`src/rtl/xor_serial_sequencer.sv`:
```
// Bit-serial XOR engine shared by two requesters through a single 1-bit datapath.
// Round-robin arbitration; operands shift LSB-first and result/parity are returned per op.
module xor_serial_sequencer #(
  parameter int          WIDTH       = 8,
  parameter int unsigned BubblesMask = 0
) (
  input  logic             GlobalClock,
  input  logic             Reset_n,
  input  logic             Req_A,
  input  logic [WIDTH-1:0] Operand_1_A,
  input  logic [WIDTH-1:0] Operand_2_A,
  output logic             Ack_A,
  input  logic             Req_B,
  input  logic [WIDTH-1:0] Operand_1_B,
  input  logic [WIDTH-1:0] Operand_2_B,
  output logic             Ack_B,
  output logic             Busy,
  output logic [WIDTH-1:0] Result,
  output logic             Result_Parity,
  output logic             Result_Valid,
  output logic             Result_Owner
);

  localparam int         CW   = $clog2(WIDTH);
  localparam logic [1:0] MASK = 2'(BubblesMask);

  typedef enum logic [1:0] {IDLE, SHIFT, DONE} state_t;

  state_t           state;
  logic [CW-1:0]    cnt;
  logic             ptr;      // 0: A has priority on a tie, 1: B
  logic             owner;
  logic             par;
  logic [WIDTH-1:0] op1, op2, res;
  logic             r;
  logic             grant_b;

  assign r       = (op1[0] ^ MASK[0]) ^ (op2[0] ^ MASK[1]);
  assign grant_b = Req_B & (~Req_A | ptr);
  assign Busy    = (state != IDLE);

  always_ff @(posedge GlobalClock or negedge Reset_n) begin
    if (!Reset_n) begin
      state         <= IDLE;
      cnt           <= '0;
      ptr           <= 1'b0;
      owner         <= 1'b0;
      par           <= 1'b0;
      op1           <= '0;
      op2           <= '0;
      res           <= '0;
      Ack_A         <= 1'b0;
      Ack_B         <= 1'b0;
      Result        <= '0;
      Result_Parity <= 1'b0;
      Result_Valid  <= 1'b0;
      Result_Owner  <= 1'b0;
    end else begin
      Ack_A        <= 1'b0;
      Ack_B        <= 1'b0;
      Result_Valid <= 1'b0;
      case (state)
        IDLE: begin
          if (Req_A | Req_B) begin
            op1   <= grant_b ? Operand_1_B : Operand_1_A;
            op2   <= grant_b ? Operand_2_B : Operand_2_A;
            owner <= grant_b;
            Ack_A <= ~grant_b;
            Ack_B <= grant_b;
            // priority moves to the loser only when there was contention
            if (Req_A & Req_B) ptr <= ~grant_b;
            cnt   <= '0;
            res   <= '0;
            par   <= 1'b0;
            state <= SHIFT;
          end
        end
        SHIFT: begin
          op1 <= op1 >> 1;
          op2 <= op2 >> 1;
          res <= {r, res[WIDTH-1:1]};
          par <= par ^ r;
          cnt <= cnt + 1'b1;
          if (cnt == CW'(WIDTH-1)) state <= DONE;
        end
        DONE: begin
          Result        <= res;
          Result_Parity <= par;
          Result_Owner  <= owner;
          Result_Valid  <= 1'b1;
          state         <= IDLE;
        end
        default: state <= IDLE;
      endcase
    end
  end

endmodule

```
`config.mk`:
```
export PLATFORM = sky130hd
export DESIGN_NAME = xor_serial_sequencer
export DESIGN_NICKNAME = d
export VERILOG_FILES = /design/src/rtl/xor_serial_sequencer.sv
export SDC_FILE = /design/constraint.sdc
export NUM_CORES = 1
export LEC_CHECK = 0
export BUFFER_PORTS_ARGS = -buffer_cell sky130_fd_sc_hd__buf_4
export CORE_MARGIN = 3
export CORE_UTILIZATION = 39
export DETAILED_ROUTE_END_ITERATION = 10
export PLACE_DENSITY = 0.61
export SLEW_MARGIN = 20
export SYNTH_ARGS = -nofsm -noshare
export SYNTH_HDL_FRONTEND = slang
export SYNTH_SLANG_ARGS = --single-unit
```
`constraint.sdc`:
```
create_clock -name GlobalClock -period 1.64 [get_ports GlobalClock]
set_input_delay 0.328 -clock GlobalClock [delete_from_list [all_inputs] [get_ports GlobalClock]]
set_output_delay 0.328 -clock GlobalClock [all_outputs]
set_load 0.02 [all_outputs]
```
# After elaboration in Yosys (flattened, before gate mapping)
# Index checks and enable logic that the tools add are counted.
# totals
ff_bits	45
# op_classes
n_eq_ne	5
add_sub_neg	1
mux	20
bitwise_logic	8
reduce_logical	7
# op_table
cell	n
one-hot mux 8 bit (2 select lines)	3
2-to-1 mux 8 bit	5
2-to-1 mux 1 bit	6
one-hot mux 3 bit (2 select lines)	1
AND reduction 2 bit	3
2-to-1 mux 2 bit	2
inequality test 2 bit, second input constant	2
one-hot mux 2 bit (2 select lines)	1
nonzero test 2 bit	2
adder 3 x 1 -> 3 bit, second input constant	1
equality test 3 bit, second input constant	1
2-to-1 mux 3 bit	1
AND reduction 3 bit	1
bitwise AND 1 bit	2
equality test 2 x 1 -> 1 bit, second input constant	1
equality test 2 bit, second input constant	1
zero test 2 bit	1
inverter 1 bit	2
OR 1 bit	2
one-hot mux 1 bit (2 select lines)	1
bitwise XOR 1 bit	2

# Longest topological paths before layout
# logic_depth
word_depth	6
mapped_depth	6

# Worst setup path before layout
# OpenSTA, ideal clock, no wires.
# synth_timing
path_kind	flip-flop to flip-flop
start	register ptr
end	register op1[7]
stages_incl_launch_ff	5
setup_ns	0.121
period_less_slack_ns	1.312
slack_ns	0.328
arrival_ns	1.191
n_path_buf	1
path_cell_list	dfrtp_1 o21ai_1 buf_4 mux2_2 a22o_1
# synth_between
elab_chain_len	5
# synth_lines
item	line_no	source
from (decl)	31	logic ptr;
from (signal assigned)	71	if (Req_A & Req_B) ptr <= ~grant_b;
OR 1 bit	39	assign grant_b = Req_B & (~Req_A | ptr);
bitwise AND 1 bit	39	
2-to-1 mux 8 bit	65	op1 <= grant_b ? Operand_1_B : Operand_1_A;
2-to-1 mux 8 bit	64	if (Req_A | Req_B) begin
one-hot mux 8 bit (2 select lines)	62	case (state)
to (signal assigned)	65	
to (signal assigned)	79	op1 <= op1 >> 1;
to (decl)	34	logic [WIDTH-1:0] op1, op2, res;
# No other way between the ends. The select of a mux whose other input is x is not followed.
# A chain may end at the register's enable or synchronous reset.

# Worst setup path in the final report
# layout_timing
start	register state[1]
end	output Busy
# layout_between
elab_chain_len	1
# layout_lines
item	line_no	source
from (decl)	29	state_t state;
from (signal assigned)	44	state <= IDLE;
from (signal assigned)	75	state <= SHIFT;
from (signal assigned)	84	if (cnt == CW'(WIDTH-1)) state <= DONE;
nonzero test 2 bit	40	assign Busy = (state != IDLE);
to (decl)	17	output logic Busy,
# No other way between the ends.

==> qor.txt <==
status: finished clean
complex-gate fraction of the synthesized area: 13.5%
Via density: 5.11
Initial Utilization: 41.8%
Worst-path clk slew: 0.09 ns
drt pass-1 iters: 4
antenna fix cells: 0
Design Area, Final: 0.00267 mm^2
Pleak: 0.00132 uW
Routed Antenna Nets: 0
simple-gate area share of the yosys netlist: 12.4%
I/O pin count: 50
relative slew slack: 63.5%
# DRC: 0
clk_lat worst skew: 0.30 ns
DRT iter0 DRCs: 46
cts bufs inserted: 5
pwr/cell area: 1870 mW/mm^2
hold buffers post-CTS: 0
Vias: 1477
max cap viols: 0
critical path data required time: 1.31 ns
core area: 0.00491 mm^2
HP Class: primary input to async pin
worst path buffer plus inverter count: 2
FMAX: 0.662 GHz
Crit path max-delay family: flip-flops
Net Count, Synth: 205
# setup viols final: 0
Final Max Tran Viols: 0
vias in the first global route: 1533
port buffer count: 49
initial antenna violation count: 0
Fin Setup TNS: 0 ns
yosys warns: 0
Synth Area in Adders: 1.22%
drt total wl: 4.19 mm
startpoint types: flip-flop
CTS H-tree depth: 2
row count: 25
max incr delay on CP: 0.46 ns
nets: 259
RSZ-0062 raised after global routing: false
Netlist cell types: 30
Critical Path AT: 1.18 ns
critical path peak fanout: 6
Worst Skew: 0.00915 ns
cell chain of the critical path: nor2_1, inv_1, buf_4
largest net degree at the start of global routing: 46
Tot GR Track Use: 14.8%
TritonCTS clock tree: yes
crit end category: output port
largest family of logic cells by synthesized area: compound AO/OA/AOI/OAI gates
Mapped Cells: 167
Placer Congestion: 0.724
post-synthesis sequential area ratio: 54.8%
P&R area growth vs syn: 29.9%
post-route minimum period: 1.51 ns
WL/cell: 14.5 um
synthesized area per cell: 12.3 um^2
synthesized area: 0.00205 mm^2
Post-DP HPWL: 3.15 mm
CTS sink cnt: 45
overflow left after global routing: 0
Final Hold Viols: 0
CP max-delay cell: dfrtp_2
Synth Register Bits: 45
clk root buf: clkbuf_8
layout cells sized above 1: 41.0%
post-synthesis mux area share: 12.9%
Synth Area in XOR/XNOR: 0.853%
worst vdd ir: 0.793 mV
die height: 78.6 um
first-pass GRT wire length: 7.13 mm
Tcrit/Tclk final: 92.0%
critical path class: flip-flop to output port
clk buf depth: 2
worst slew pin tran: 0.548 ns
Die ar.: 0.00617 mm^2
Placed Area: 0.00252 mm^2
DIE WIDTH: 78.6 um
-- placed cells by master, fill, tap and decap left out --
cell type	Yosys	routed
o21ai_0	3	3
a21oi_1	3	3
inv_6	0	1
nor3_2	1	1
nor2_1	17	17
inv_1	4	4
and3_1	1	1
clkbuf_8	0	5
nor3b_1	14	14
a22o_1	11	11
nand2_1	2	2
and2b_1	1	1
or2_4	0	1
bufinv_16	0	2
a211oi_2	7	7
ha_1	2	2
and2_1	1	1
mux2_2	11	11
o21ai_2	0	1
nand2b_1	2	2
nand3_1	1	1
dfrtp_1	45	44
xnor2_1	2	2
nor2_4	1	2
o22ai_1	1	1
or3_1	1	1
dfrtp_2	0	1
buf_12	0	1
a211oi_1	7	7
buf_4	2	58
mux2i_1	14	14
-- power breakdown --
part	internal (uW)	leakage [uW]	switching, uW
Combinational	1070	0.000676	1030
Clock	613	0.0000687	381
Sequential	1590	0.000571	304
Total	3280	0.00132	1720
-- kinds of logic after synthesis --
| logic type | Yosys count |
|---|---|
| flip-flops | 45 |
| AO/OA/AOI/OAI | 33 |
| XOR/XNOR | 2 |
| multiplexers | 25 |
| adder cells (fa/ha/maj) | 2 |
| buffers and inverters | 16 |
| AND/OR/NAND/NOR | 44 |
-- cells in the mapped netlist --
cell type | instances | share of area, %
nor3_2 | 1 | 0.49
ha_1 | 2 | 1.2
nand2b_1 | 2 | 0.61
or3_1 | 1 | 0.30
o22ai_1 | 1 | 0.30
or2_1 | 1 | 0.30
and2b_1 | 1 | 0.37
nand3_1 | 1 | 0.24
clkbuf_1 | 2 | 0.37
buf_4 | 2 | 0.73
o21ai_0 | 3 | 0.73
a21oi_1 | 3 | 0.73
mux2i_1 | 14 | 6.8
o21ai_1 | 1 | 0.24
dfrtp_1 | 45 | 55
buf_6 | 2 | 1.1
nor3b_1 | 14 | 5.1
nor2_1 | 17 | 3.1
nor2_4 | 1 | 0.55
a211oi_2 | 7 | 4.3
buf_2 | 6 | 1.5
xnor2_1 | 2 | 0.85
a211oi_1 | 7 | 2.6
a22o_1 | 11 | 4.7
inv_1 | 4 | 0.73
mux2_2 | 11 | 6.0
nand2_1 | 2 | 0.37
nor2_2 | 1 | 0.30
and3_1 | 1 | 0.30
and2_1 | 1 | 0.30
-- final timing paths --
kind                          start         to  slack, ns  depth (start not counted)
hold / removal              Reset_n  Result[7]      0.009                          1
setup reg to reg           state[0]     op2[4]       0.17                          5
max in group asynchronous   Reset_n   state[1]       1.24                          1
min in group GlobalClock      Req_A        ptr       0.31                          3
setup / recovery           state[1]       Busy       0.13                          3
hold reg to reg              cnt[0]     cnt[0]       0.48                          1
-- what timing repair did --
item	CTS	global route
resized for setup	0	3
setup endpoints to repair	0	3
hold endpoints to repair	0	0
buffers inserted	0	0
-- state kept, by name (all words and copies together) (netlist names) --
| name | count |
|---|---|
| op2 | 8 |
| op1 | 8 |
| Result_Owner | 1 |
| Result_Valid | 1 |
| owner | 1 |
| Result | 8 |
| Ack_B | 1 |
| ptr | 1 |
| state | 2 |
| res | 8 |
| par | 1 |
| Ack_A | 1 |
| cnt | 3 |
| Result_Parity | 1 |
-- cell type report --
cell class	instances	area [um^2]
fill	456	2240
sequential	45	1130
multi-input combinational	106	850
timing repair buffer	59	455
tap	67	83.8
clock buffer	5	68.8
clock inverter	3	68.8
inverter	4	15.0
-- metal layers --
layer  global-route usage [%]  share of wire [%]
met3                     3.44                5.7
met5                        0                  0
met1                     18.4                 44
met4                     6.82                1.8
met2                     24.4                 49
-- through the flow --
step / hold WS, ns / util [%] / power (uW) / setup slack, ns / instances
3_5_place_dp: 0.360 / 51.4 / 4040 / 0.119 / 281
2_1_floorplan: 0.0324 / - / 3330 / 0.328 / 167
6_report: 0.00904 / 54.3 / 5000 / 0.131 / 289
5_1_grt: 0.0438 / 54.3 / 5350 / 0.0305 / 289
4_1_cts: 0.0301 / 54.2 / 5040 / 0.122 / 289
3_3_place_gp: 0.353 / 51.4 / 3950 / 0.148 / 281
No activity file was read; power rests on OpenSTA's default activity.
